$ cat config.mk
export PLATFORM = sky130hd
export DESIGN_NAME = fetch_ctrl
export DESIGN_NICKNAME = d
export VERILOG_FILES = /design/src/rtl/fetch_ctrl.sv
export SDC_FILE = /design/constraint.sdc
export NUM_CORES = 1
export LEC_CHECK = 0
export CAP_MARGIN = 15
export CORE_ASPECT_RATIO = 1.5
export CORE_MARGIN = 3
export CORE_UTILIZATION = 44
export DETAILED_ROUTE_END_ITERATION = 10
export GPL_TIMING_DRIVEN = 0
export PLACE_DENSITY = 0.91
export SLEW_MARGIN = 20
export SYNTH_ARGS = -nofsm -noshare
export SYNTH_HDL_FRONTEND = slang
export SYNTH_SLANG_ARGS = --single-unit
$ cat constraint.sdc
create_clock -name clk_i -period 2.2 [get_ports clk_i]
set_input_delay 0.33 -clock clk_i [delete_from_list [all_inputs] [get_ports clk_i]]
set_output_delay 0.33 -clock clk_i [all_outputs]
set_load 0.01 [all_outputs]
$ cat src/rtl/fetch_ctrl.sv
// fetch_ctrl: fetch-stage PC sequencing, I-cache request tracking, redirect deferral and stall buffer
// Ports:
//   clk_i, rst_ni                      clock, asynchronous active-low reset
//   imem_resp_i, imem_rdata_i          I-cache response valid / read data
//   btb_hit_i                          BTB hit for the current fetch PC (valid with response)
//   stall_i                            decode cannot accept an instruction this cycle
//   redir_valid_i/sel_i/target_i       EX-stage redirect request, pcmux source and operand
//   load_pc_o, pcmux_sel_o             PC register load enable and next-PC source
//   instr_read_o                       I-cache read request (address = PC)
//   held_valid_o, held_target_o        substitute the latched redirect operand at the PC mux
//   if_valid_o, if_instr_o, if_btb_hit_o  instruction, valid and prediction tag to IF/ID
//   flush_if_id_o                      squash the IF/ID register
module fetch_ctrl #(
   parameter int XLEN  = 32,
   parameter int SEL_W = 3
) (
   input  logic             clk_i,
   input  logic             rst_ni,
   input  logic             imem_resp_i,
   input  logic [XLEN-1:0]  imem_rdata_i,
   input  logic             btb_hit_i,
   input  logic             stall_i,
   input  logic             redir_valid_i,
   input  logic [SEL_W-1:0] redir_sel_i,
   input  logic [XLEN-1:0]  redir_target_i,
   output logic             load_pc_o,
   output logic [SEL_W-1:0] pcmux_sel_o,
   output logic             instr_read_o,
   output logic             held_valid_o,
   output logic [XLEN-1:0]  held_target_o,
   output logic             if_valid_o,
   output logic [XLEN-1:0]  if_instr_o,
   output logic             if_btb_hit_o,
   output logic             flush_if_id_o
);
   localparam logic [SEL_W-1:0] SEL_PLUS4 = SEL_W'(0);
   localparam logic [SEL_W-1:0] SEL_BTB   = SEL_W'(4);

   typedef enum logic [1:0] {BOOT, FETCH, HOLD, DRAIN} state_t;

   state_t           state_q, state_d;
   logic [XLEN-1:0]  buf_instr_q, buf_instr_d;
   logic             buf_btb_q, buf_btb_d;
   logic [SEL_W-1:0] lat_sel_q, lat_sel_d;
   logic [XLEN-1:0]  lat_tgt_q, lat_tgt_d;

   always_ff @(posedge clk_i or negedge rst_ni) begin
      if (!rst_ni) begin
         state_q     <= BOOT;
         buf_instr_q <= '0;
         buf_btb_q   <= 1'b0;
         lat_sel_q   <= '0;
         lat_tgt_q   <= '0;
      end else begin
         state_q     <= state_d;
         buf_instr_q <= buf_instr_d;
         buf_btb_q   <= buf_btb_d;
         lat_sel_q   <= lat_sel_d;
         lat_tgt_q   <= lat_tgt_d;
      end
   end

   // The latched operand is always visible; held_valid_o says when the PC mux must use it.
   assign held_target_o = lat_tgt_q;

   always_comb begin
      state_d       = state_q;
      buf_instr_d   = buf_instr_q;
      buf_btb_d     = buf_btb_q;
      lat_sel_d     = lat_sel_q;
      lat_tgt_d     = lat_tgt_q;
      load_pc_o     = 1'b0;
      pcmux_sel_o   = SEL_PLUS4;
      instr_read_o  = 1'b0;
      held_valid_o  = 1'b0;
      if_valid_o    = 1'b0;
      if_instr_o    = '0;
      if_btb_hit_o  = 1'b0;
      flush_if_id_o = 1'b0;
      case (state_q)
         // Any response seen here belongs to a request issued before reset.
         BOOT: state_d = FETCH;
         FETCH: begin
            instr_read_o = 1'b1;
            if (redir_valid_i) begin
               flush_if_id_o = 1'b1;
               if (imem_resp_i) begin
                  load_pc_o   = 1'b1;
                  pcmux_sel_o = redir_sel_i;
               end else begin
                  // Request still in flight: PC must stay put until it returns.
                  lat_sel_d = redir_sel_i;
                  lat_tgt_d = redir_target_i;
                  state_d   = DRAIN;
               end
            end else if (imem_resp_i) begin
               if (stall_i) begin
                  buf_instr_d = imem_rdata_i;
                  buf_btb_d   = btb_hit_i;
                  state_d     = HOLD;
               end else begin
                  if_valid_o   = 1'b1;
                  if_instr_o   = imem_rdata_i;
                  if_btb_hit_o = btb_hit_i;
                  load_pc_o    = 1'b1;
                  pcmux_sel_o  = btb_hit_i ? SEL_BTB : SEL_PLUS4;
               end
            end
         end
         HOLD: begin
            if_valid_o   = !redir_valid_i;
            if_instr_o   = buf_instr_q;
            if_btb_hit_o = buf_btb_q;
            if (redir_valid_i) begin
               flush_if_id_o = 1'b1;
               load_pc_o     = 1'b1;
               pcmux_sel_o   = redir_sel_i;
               state_d       = FETCH;
            end else if (!stall_i) begin
               load_pc_o   = 1'b1;
               pcmux_sel_o = buf_btb_q ? SEL_BTB : SEL_PLUS4;
               state_d     = FETCH;
            end
         end
         DRAIN: begin
            instr_read_o = 1'b1;
            if (redir_valid_i) begin
               // A younger redirect replaces the deferred one.
               flush_if_id_o = 1'b1;
               lat_sel_d     = redir_sel_i;
               lat_tgt_d     = redir_target_i;
            end
            if (imem_resp_i) begin
               load_pc_o    = 1'b1;
               held_valid_o = !redir_valid_i;
               pcmux_sel_o  = redir_valid_i ? redir_sel_i : lat_sel_q;
               state_d      = FETCH;
            end
         end
         default: state_d = BOOT;
      endcase
   end
endmodule
==> impl_metrics.py, run 1 <==
metrics = {
    "die": {
        "die_x_um": 80.0,
        "dieArea_mm2": 0.00935,
        "start_util_pct": 46.2,
        "die_h_um": 117,
        "fp.coreArea_mm2": 0.00781,
        "row_count": 39,
        "io_pins": 146,
    },
    "global_routing": {
        "overflow": 0,
        "grt_pass1_vias": 3058,
        "grt_max_degree": 38,
        "groute.usage.overall_pct": 22.7,
        "antenna_found_initial": 0,
        "grt_pass1_wl_um": 16000,
    },
    "finish": {
        "diodes": 0,
        "fillerInstances": 539,
        "syn_to_final_growth_pct": 58.0,
        "layout-drive-gt1-share_pct": 42.9,
        "final_nets": 525,
    },
    "clock_tree": {
        "cts_root_buffer": "clkbuf_16",
        "cts_max_level": 3,
        "clk_latency_ns": 0.33,
        "cts_made_buffers": 9,
        "clockBufferDepth": 2,
        "clk_pin_slew_ns": 0.06,
        "cts.sinks": 70,
        "cts_tree": "done",
    },
    "setup_path": {
        "cp.required_ns": 1.87,
        "critPathTopFamily": "buffers and inverters",
        "cp_slowest_cell": "dfrtp_1",
        "path_class": "reg2out",
        "worstPathCellList": "inv_2 > ha_4 > buf_4 > and2_4 > o21ai_1 > a2111oi_2 > buf_2",
        "critPathArrivalTime_ns": 1.86,
        "slowest_delay_ns": 0.41,
        "start_kind": "flop",
        "critPathMaxFanout": 5,
        "end_kind": "output port",
        "cp_num_buf_inv": 3,
    },
    "sta": {
        "slew_viol_final": 0,
        "hold_viol_final": 0,
        "period_share_pct": 99.3,
        "timing.hold.ws_ns": 0.454,
        "setup_viol": 0,
        "relSlewSlack_pct": 70.6,
        "rsz0062_at_grt": "true",
        "fin_crit_ns": 2.19,
        "skew_ns": 0.00540,
        "max_freq_mhz": 458,
        "tightestPinTransition_ns": 0.441,
        "fin_tns_setup_ns": 0,
    },
    "synth": {
        "synth_edf_count": 0,
        "synth_common_cells": "70 x dfrtp_1, 38 x mux2_2, 33 x a22oi_1, 33 x nor2b_1, 30 x mux2_4",
        "synth_top_area_share_pct": 48.5,
        "yosysWarnings": 0,
        "ys.flop_type": "dfrtp_1",
        "syn_inst": 277,
        "synth.most_common_cell": "dfrtp_1",
        "yosys.area.top_type": "dfrtp_1",
        "synth_area_mm2": 0.00361,
        "postSynthAreaPerCell_um2": 13.0,
        "seq_area_frac_synth_pct": 48.5,
        "synth-seq-cells": 70,
        "yosys-top-cells-area": "dfrtp_1 49%, mux2_4 12%, mux2_2 12%",
        "syn_nets": 355,
        "async_reset_ff_share_pct": 100,
        "ys_types": 31,
    },
    "power_and_ir_drop": {
        "total_power_w": 0.00773,
        "p_per_area_mw_per_mm2": 1350,
        "peakVddDrop_v": 0.000736,
        "leakage_nw": 2.51,
    },
    "route": {
        "drt-initial-drc-count": 110,
        "drtAntennaViolNets": 0,
        "vias_per_cell": 5.25,
        "wire_per_inst_um": 18.8,
        "dr.pass1.iters": 4,
        "finalWirelength_um": 10400,
        "num_vias": 2908,
        "drc": 0,
    },
    "min_path": {
        "hold_path.class": "in2reg",
    },
    "place": {
        "hpwl_um": 7210,
        "gp_congestion": 0.835,
        "io_buffer_count": 144,
    },
    "run": {
        "cap_viol_max_count": 0,
    },
    "run_status": {
        "outcome": "complete, no violations",
    },
}
state kept, by name, summed over array words and instances (netlist names):
signal	flops
held_target_o	32
lat_sel_q	3
buf_btb_q	1
buf_instr_q	32
state_q	2
timing repair:
item	in CTS	in global routing
cloned	1	3
hold buffers	1	0
resized for setup	178	31
setup endpoints to repair	40	37
pin swaps	3	0
hold endpoints to repair	33	0
setup buffers	9	4
layout by cell type (no fill, tap or decap), types with 2 or more instances in the layout:
cell type	n
ha_4	4
nand2b_1	3
nor2_1	6
buf_4	15
o211ai_1	2
inv_2	2
a21oi_1	6
buf_2	33
clkdlybuf4s50_1	102
buf_6	9
and2_4	2
mux2_2	38
a22oi_2	19
clkbuf_2	3
nor2b_4	2
nand2_2	2
dlygate4sd2_1	5
dfrtp_1	69
clkbuf_16	11
nor2b_1	31
mux2i_1	3
a22oi_1	14
inv_1	3
mux2_4	30
a31oi_1	2
nand2_1	4
clkinv_4	2
clkinv_2	2
buf_12	2
buf_8	2
logic make-up (layout without fill, tap and decap cells):
family | Yosys count | after routing | synth area share, %
flops | 70 | 70 | 48.5
compound gates | 50 | 50 | 10.1
fa+ha+maj | 5 | 5 | 1.73
simple gates | 56 | 57 | 9.57
mux | 71 | 71 | 25.2
buf+inv | 25 | 199 | 4.96
layer usage:
| layer | track usage, % | vias up | wire [um] | part of all wire, % |
|---|---|---|---|---|
| met3 | 4.75 | 20 | 456 | 4.4 |
| met5 | 0 | - | 0 | 0 |
| met4 | 10.0 | 0 | 278 | 2.7 |
| li1 | - | 1333 | - | - |
| met1 | 25.1 | 1459 | 3820 | 37 |
| met2 | 41.3 | 96 | 5880 | 56 |
report_power, final:
| group | internal [W] | switching, W | leakage (nW) |
|---|---|---|---|
| registers | 0.00195 | 0.000400 | 0.829 |
| logic | 0.00237 | 0.00156 | 1.54 |
| clock network | 0.000881 | 0.000558 | 0.146 |
final timing paths:
check | startpoint | endpoint | slack (ns) | cells past startpoint
max | state_q[1] | pcmux_sel_o[0] | 0.01 | 7
min | imem_resp_i | state_q[0] | 0.45 | 3
max reg2reg | state_q[1] | held_target_o[31] | 0.23 | 8
min reg2reg | buf_instr_q[0] | buf_instr_q[0] | 0.51 | 1
max in group asynchronous | rst_ni | state_q[0] | 1.14 | 3
min in group asynchronous | rst_ni | held_target_o[17] | 0.50 | 2
area by class of cell:
class | instances | area, um2 | share of cell area (%)
buffer | 16 | 160 | 2.81
clock buffer | 9 | 225 | 3.95
clock inverter | 7 | 73.8 | 1.29
inverter | 5 | 18.8 | 0.329
multi-input combinational | 183 | 1860 | 32.6
sequential | 70 | 1750 | 30.7
tap | 102 | 128 | 2.24
timing repair buffer | 162 | 1490 | 26.0
worst register-to-register path, cell delays in order, from the launching register on:
cell and delay, ns:
dfrtp_1 0.41, inv_2 0.10, ha_4 0.16, buf_4 0.13
buf_4 0.14, mux2i_1 0.21, nand2_2 0.17, buf_6 0.21
mux2_4 0.32
through the flow:
stage	instance area [um2]	setup slack (ns)	cells	utilization, %
3_5_place_dp	5200	-0.495	524	66.6
3_3_place_gp	5180	-1.53	523	66.3
2_1_floorplan	3610	0.398	277	-
4_1_cts	5580	-0.0924	550	71.5
5_1_grt	5700	-0.0440	554	73.1
6_report	5700	0.0148	554	73.1
Note: power is estimated with default switching activity, not from simulation.
==> inputs of run 2 (changes only) <==
CORE_MARGIN = 2   (was 3)
==> impl_metrics.py, run 2 (synthesis gave the netlist of run 1 again) <==
metrics = {
    "finish": {
        "final_common_cell": "clkdlybuf4s50_1",
        "layout_common_cells": "102 x clkdlybuf4s50_1, 70 x dfrtp_1, 38 x mux2_2",
        "fillerInstances": 546,
        "final_nets": 524,
        "stdcell_area_mm2": 0.00571,
        "final_core_util_pct": 71.3,
        "multi_input_area_mm2": 0.00185,
        "diodes": 0,
        "syn_to_final_growth_pct": 58.3,
        "stdcell_count": 555,
        "layout-drive-gt1-share_pct": 41.8,
        "seq_area_mm2": 0.00175,
    },
    "setup_path": {
        "worstPathCellList": "inv_2 > ha_4 > buf_4 > a21oi_1 > nand3b_1 > a21oi_1 > buf_2",
        "cp_num_buf_inv": 3,
        "slowest_delay_ns": 0.43,
        "setup.worst_path.start": "state_q[0]",
        "cp_slowest_cell": "dfrtp_1",
        "critPathArrivalTime_ns": 1.84,
        "rrSetupSlack_ns": 0.30,
        "cp_common_cell": "a21oi_1",
        "path_class": "reg2out",
        "reg2reg_to": "held_target_o[31]",
        "cp.required_ns": 1.87,
        "critPathTopFamily": "buffers and inverters",
        "rr_startpoint": "state_q[1]",
        "reg2reg_depth": 8,
        "start_kind": "flop",
        "end_kind": "output port",
        "critPathMaxFanout": 10,
    },
    "clock_tree": {
        "clockBufferDepth": 2,
        "cts_max_level": 3,
        "clk_latency_ns": 0.33,
        "cts_tree": "done",
        "clk_pin_slew_ns": 0.05,
        "cts_root_buffer": "clkbuf_16",
        "cts.sinks": 70,
        "cts_made_buffers": 9,
    },
    "die": {
        "die_h_um": 115,
        "die_x_um": 78.0,
        "dieArea_mm2": 0.00896,
        "io_pins": 146,
        "start_util_pct": 45.1,
        "row_count": 40,
        "fp.coreArea_mm2": 0.00801,
    },
    "global_routing": {
        "overflow": 0,
        "grt_max_degree": 46,
        "antenna_found_initial": 0,
        "groute.usage.overall_pct": 22.8,
        "grt_pass1_wl_um": 15600,
        "grt_pass1_vias": 3082,
    },
    "min_path": {
        "hold_path.class": "in2reg",
        "min_from": "imem_resp_i",
        "whs_path_depth": 3,
        "holdPathEnd": "state_q[0]",
    },
    "route": {
        "wl_met2_um": 5540,
        "vias_per_cell": 5.21,
        "drc": 0,
        "wl_met3_um": 431,
        "top_layer_used": "met4",
        "drt-initial-drc-count": 78,
        "drtAntennaViolNets": 0,
        "wire_per_inst_um": 18.0,
        "finalWirelength_um": 10000,
        "wl_met1_um": 3770,
        "dr.pass1.iters": 4,
        "num_vias": 2889,
    },
    "sta": {
        "setup_viol": 0,
        "fin_crit_ns": 2.17,
        "relSlewSlack_pct": 76.0,
        "hold_viol_final": 0,
        "skew_ns": 0.00260,
        "max_freq_mhz": 460,
        "rsz0062_at_grt": "true",
        "timing.hold.ws_ns": 0.424,
        "period_share_pct": 98.8,
        "slew_viol_final": 0,
        "tightestPinTransition_ns": 0.360,
    },
    "power_and_ir_drop": {
        "power_frac_seq_pct": 30.4,
        "sw_frac_of_total_pct": 31.7,
        "intPower_w": 0.00527,
        "p_per_area_mw_per_mm2": 1350,
        "leakage_nw": 2.51,
        "p_switching_w": 0.00244,
        "total_power_w": 0.00772,
        "p_clk_share_pct": 19.6,
        "p_comb_share_pct": 50.0,
        "peakVddDrop_v": 0.000772,
    },
    "place": {
        "post-place-cells": 527,
        "gp_congestion": 0.875,
        "placed_area_mm2": 0.00521,
        "hpwl_um": 7030,
        "io_buffer_count": 144,
    },
    "run": {
        "cap_viol_max_count": 0,
    },
    "run_status": {
        "outcome": "complete, no violations",
    },
}
==> run 2: routing by layer <==
layer | vias to the layer above | global-route usage (%)
li1 | 1333 | -
met5 | - | 0
met2 | 96 | 41.5
met1 | 1439 | 25.3
met4 | 0 | 10.4
met3 | 21 | 5.02
==> run 2: worst max path at each step <==
stage	depth (start not counted)	to	slack [ns]
CTS	8	if_instr_o[20]	-0.005
global placement	1	buf_instr_q[2]	-1.56
detailed placement	8	if_instr_o[0]	-0.51
floorplan	6	pcmux_sel_o[0]	0.40
global route	7	pcmux_sel_o[1]	-0.04
finish	7	pcmux_sel_o[1]	0.03
==> run 2: power groups by stage <==
stage	clock, W	combinational [W]	sequential [W]
6_report	0.00151	0.00386	0.00235
5_1_grt	0.00157	0.00411	0.00242
4_1_cts	0.00153	0.00381	0.00234
3_5_place_dp	0	0.00360	0.00233
3_3_place_gp	0	0.00353	0.00228
2_1_floorplan	0	0.00198	0.00240
==> run 2: worst min-delay path: cells and delay by family <==
kind	cells	cell delay, ns
buffers and inverters	1	0.13
AOI/OAI and AO/OA	2	0.25
==> run 2: metrics by stage <==
step / TNS, ns / worst slack (ns)
global placement: -124.61 / -1.56
detailed placement: -15.99 / -0.513
CTS: -0.00734 / -0.00477
finish: 0 / 0.0267
floorplan: 0 / 0.398
global route: -0.131 / -0.0430
==> run 2: final cells by class <==
| class | count | area share, % |
|---|---|---|
| buffer | 18 | 3.39 |
| clock buffer | 11 | 4.07 |
| clock inverter | 4 | 1.27 |
| inverter | 5 | 0.329 |
| multi-input combinational | 182 | 32.3 |
| sequential | 70 | 30.7 |
| tap | 105 | 2.30 |
| timing repair buffer | 160 | 25.6 |
==> run 2: what timing repair did <==
action                                  CTS  global route
endpoints found under the setup margin   40            37
setup buffers                            10             0
gates cloned                              1             3
hold buffers                              1             0
endpoints found under the hold margin    25             0
pin swaps                                 1             6
gates resized for setup                 191            13
==> inputs of run 3 (changes only) <==
REMOVE_ABC_BUFFERS = 1   (was default)
==> impl_metrics.py, run 3 (synthesis gave the netlist of run 1 again) <==
metrics = {
    "setup_path": {
        "slowest_delay_ns": 0.37,
        "cp_slowest_cell": "clkdlybuf4s15_2",
        "reg2reg_depth": 6,
        "rrSetupSlack_ns": 0.11,
        "cp.required_ns": 1.87,
        "rr_startpoint": "state_q[1]",
        "critPathArrivalTime_ns": 1.85,
        "path_class": "in2out",
        "end_kind": "output port",
        "worstPathCellList": "clkdlybuf4s15_2 > nor2b_4 > and3_4 > nand2_2 > a31oi_1 > clkdlybuf4s15_2",
        "cp_common_cell": "clkdlybuf4s15_2",
        "reg2reg_to": "held_target_o[21]",
        "critPathMaxFanout": 13,
        "start_kind": "primary input",
        "setup.worst_path.start": "redir_valid_i",
    },
    "sta": {
        "max_freq_mhz": 459,
        "tightestPinTransition_ns": 0.515,
        "hold_viol_final": 0,
        "skew_ns": 0.00725,
        "setup_viol": 0,
        "fin_tns_setup_ns": 0,
        "period_share_pct": 99.1,
        "rsz0062_at_grt": "true",
        "relSlewSlack_pct": 65.7,
        "setup_slack_ns": 0.0199,
        "fin_crit_ns": 2.18,
        "slew_viol_final": 0,
    },
    "route": {
        "num_vias": 2923,
        "drtAntennaViolNets": 0,
        "wire_per_inst_um": 17.6,
        "drt-initial-drc-count": 76,
        "drc": 0,
        "finalWirelength_um": 9810,
        "dr.pass1.iters": 4,
        "vias_per_cell": 5.24,
    },
    "die": {
        "start_util_pct": 45.1,
        "die_h_um": 115,
        "die_x_um": 78.0,
        "row_count": 40,
        "io_pins": 146,
        "dieArea_mm2": 0.00896,
        "fp.coreArea_mm2": 0.00801,
    },
    "global_routing": {
        "overflow": 0,
        "grt_max_degree": 59,
        "grt_pass1_vias": 3130,
        "groute.usage.overall_pct": 22.4,
        "antenna_found_initial": 0,
        "grt_pass1_wl_um": 15600,
    },
    "power_and_ir_drop": {
        "peakVddDrop_v": 0.000885,
        "leakage_nw": 2.51,
        "p_per_area_mw_per_mm2": 1400,
    },
    "clock_tree": {
        "clockBufferDepth": 2,
        "cts_root_buffer": "clkbuf_16",
        "cts_tree": "done",
        "cts_max_level": 3,
        "clk_pin_slew_ns": 0.06,
        "clk_latency_ns": 0.33,
        "cts.sinks": 70,
        "cts_made_buffers": 9,
    },
    "run": {
        "cap_viol_max_count": 0,
    },
    "finish": {
        "layout-drive-gt1-share_pct": 41.1,
        "seq_area_mm2": 0.00175,
        "multi_input_area_mm2": 0.00188,
        "final_nets": 526,
        "final_common_cell": "clkdlybuf4s50_1",
        "syn_to_final_growth_pct": 58.6,
        "fillerInstances": 564,
        "layout_common_cells": "102 x clkdlybuf4s50_1, 68 x dfrtp_1, 38 x mux2_2",
        "diodes": 0,
    },
    "min_path": {
        "hold_path.class": "in2async",
    },
    "place": {
        "dp_slack_ns": -1.00,
        "gp_congestion": 0.783,
        "io_buffer_count": 145,
        "hpwl_um": 5790,
    },
    "run_status": {
        "outcome": "complete, no violations",
    },
}
## run 3: area by class of cell
cell class,instances,area share [%]
inverters,5,0.415
clock inverters,5,1.42
well taps,105,2.30
repair buffers,176,28.2
flip-flops and latches,70,30.6
clock buffers,11,4.24
multi-input cells,186,32.8
## run 3: worst max path at each step
stage                     cells after the start                end  slack [ns]
after floorplan                               5      if_instr_o[0]       -0.07
after detailed placement                      6     if_instr_o[11]       -1.00
after global routing                          6     pcmux_sel_o[0]       -0.05
after global placement                        1  held_target_o[28]       -1.56
after CTS                                     6     pcmux_sel_o[2]      -0.004
final                                         6     pcmux_sel_o[2]        0.02
## run 3: metal layers
metal	vias up	share of wire [%]	GRT usage [%]	wire length (um)
li1	1339	-	-	-
met1	1430	37	25.4	3610
met2	131	54	40.8	5340
met3	23	6.3	4.24	616
met4	0	2.5	10.1	247
met5	-	0	0	0
## run 3: worst max-delay path, delay by kind of cell
| kind | cells | cell delay [ns] |
|---|---|---|
| and+or+nand+nor | 3 | 0.65 |
| buffers and inverters | 2 | 0.63 |
| AOI/OAI and AO/OA | 1 | 0.23 |
## run 3: stage by stage
step / utilization (%) / cell area [um2] / power [W] / hold slack, ns / std cells
finish: 71.5 / 5720 / 0.00799 / 0.396 / 558
global route: 71.5 / 5720 / 0.00842 / 0.418 / 558
CTS: 71.3 / 5710 / 0.00786 / 0.391 / 553
detailed placement: 63.2 / 5060 / 0.00579 / 0.195 / 508
global placement: 62.8 / 5030 / 0.00568 / 0.488 / 507
floorplan: - / 3450 / 0.00427 / 0.0344 / 257
## run 3: what timing repair did
| action | 4_1_cts | 5_1_grt |
|---|---|---|
| gates cloned | 4 | 0 |
| hold buffers | 1 | 0 |
| pin swaps | 6 | 3 |
| endpoints found under the setup margin | 76 | 58 |
| setup buffers | 24 | 5 |
| gates resized for setup | 117 | 59 |
| hold endpoints to repair | 12 | 0 |
## run 3: power breakdown
group | total, W | internal, W | switching, W
combinational | 0.00408 | 0.00248 | 0.00160
clock | 0.00155 | 0.00102 | 0.000524
sequential | 0.00236 | 0.00196 | 0.000402
total | 0.00799 | 0.00546 | 0.00253
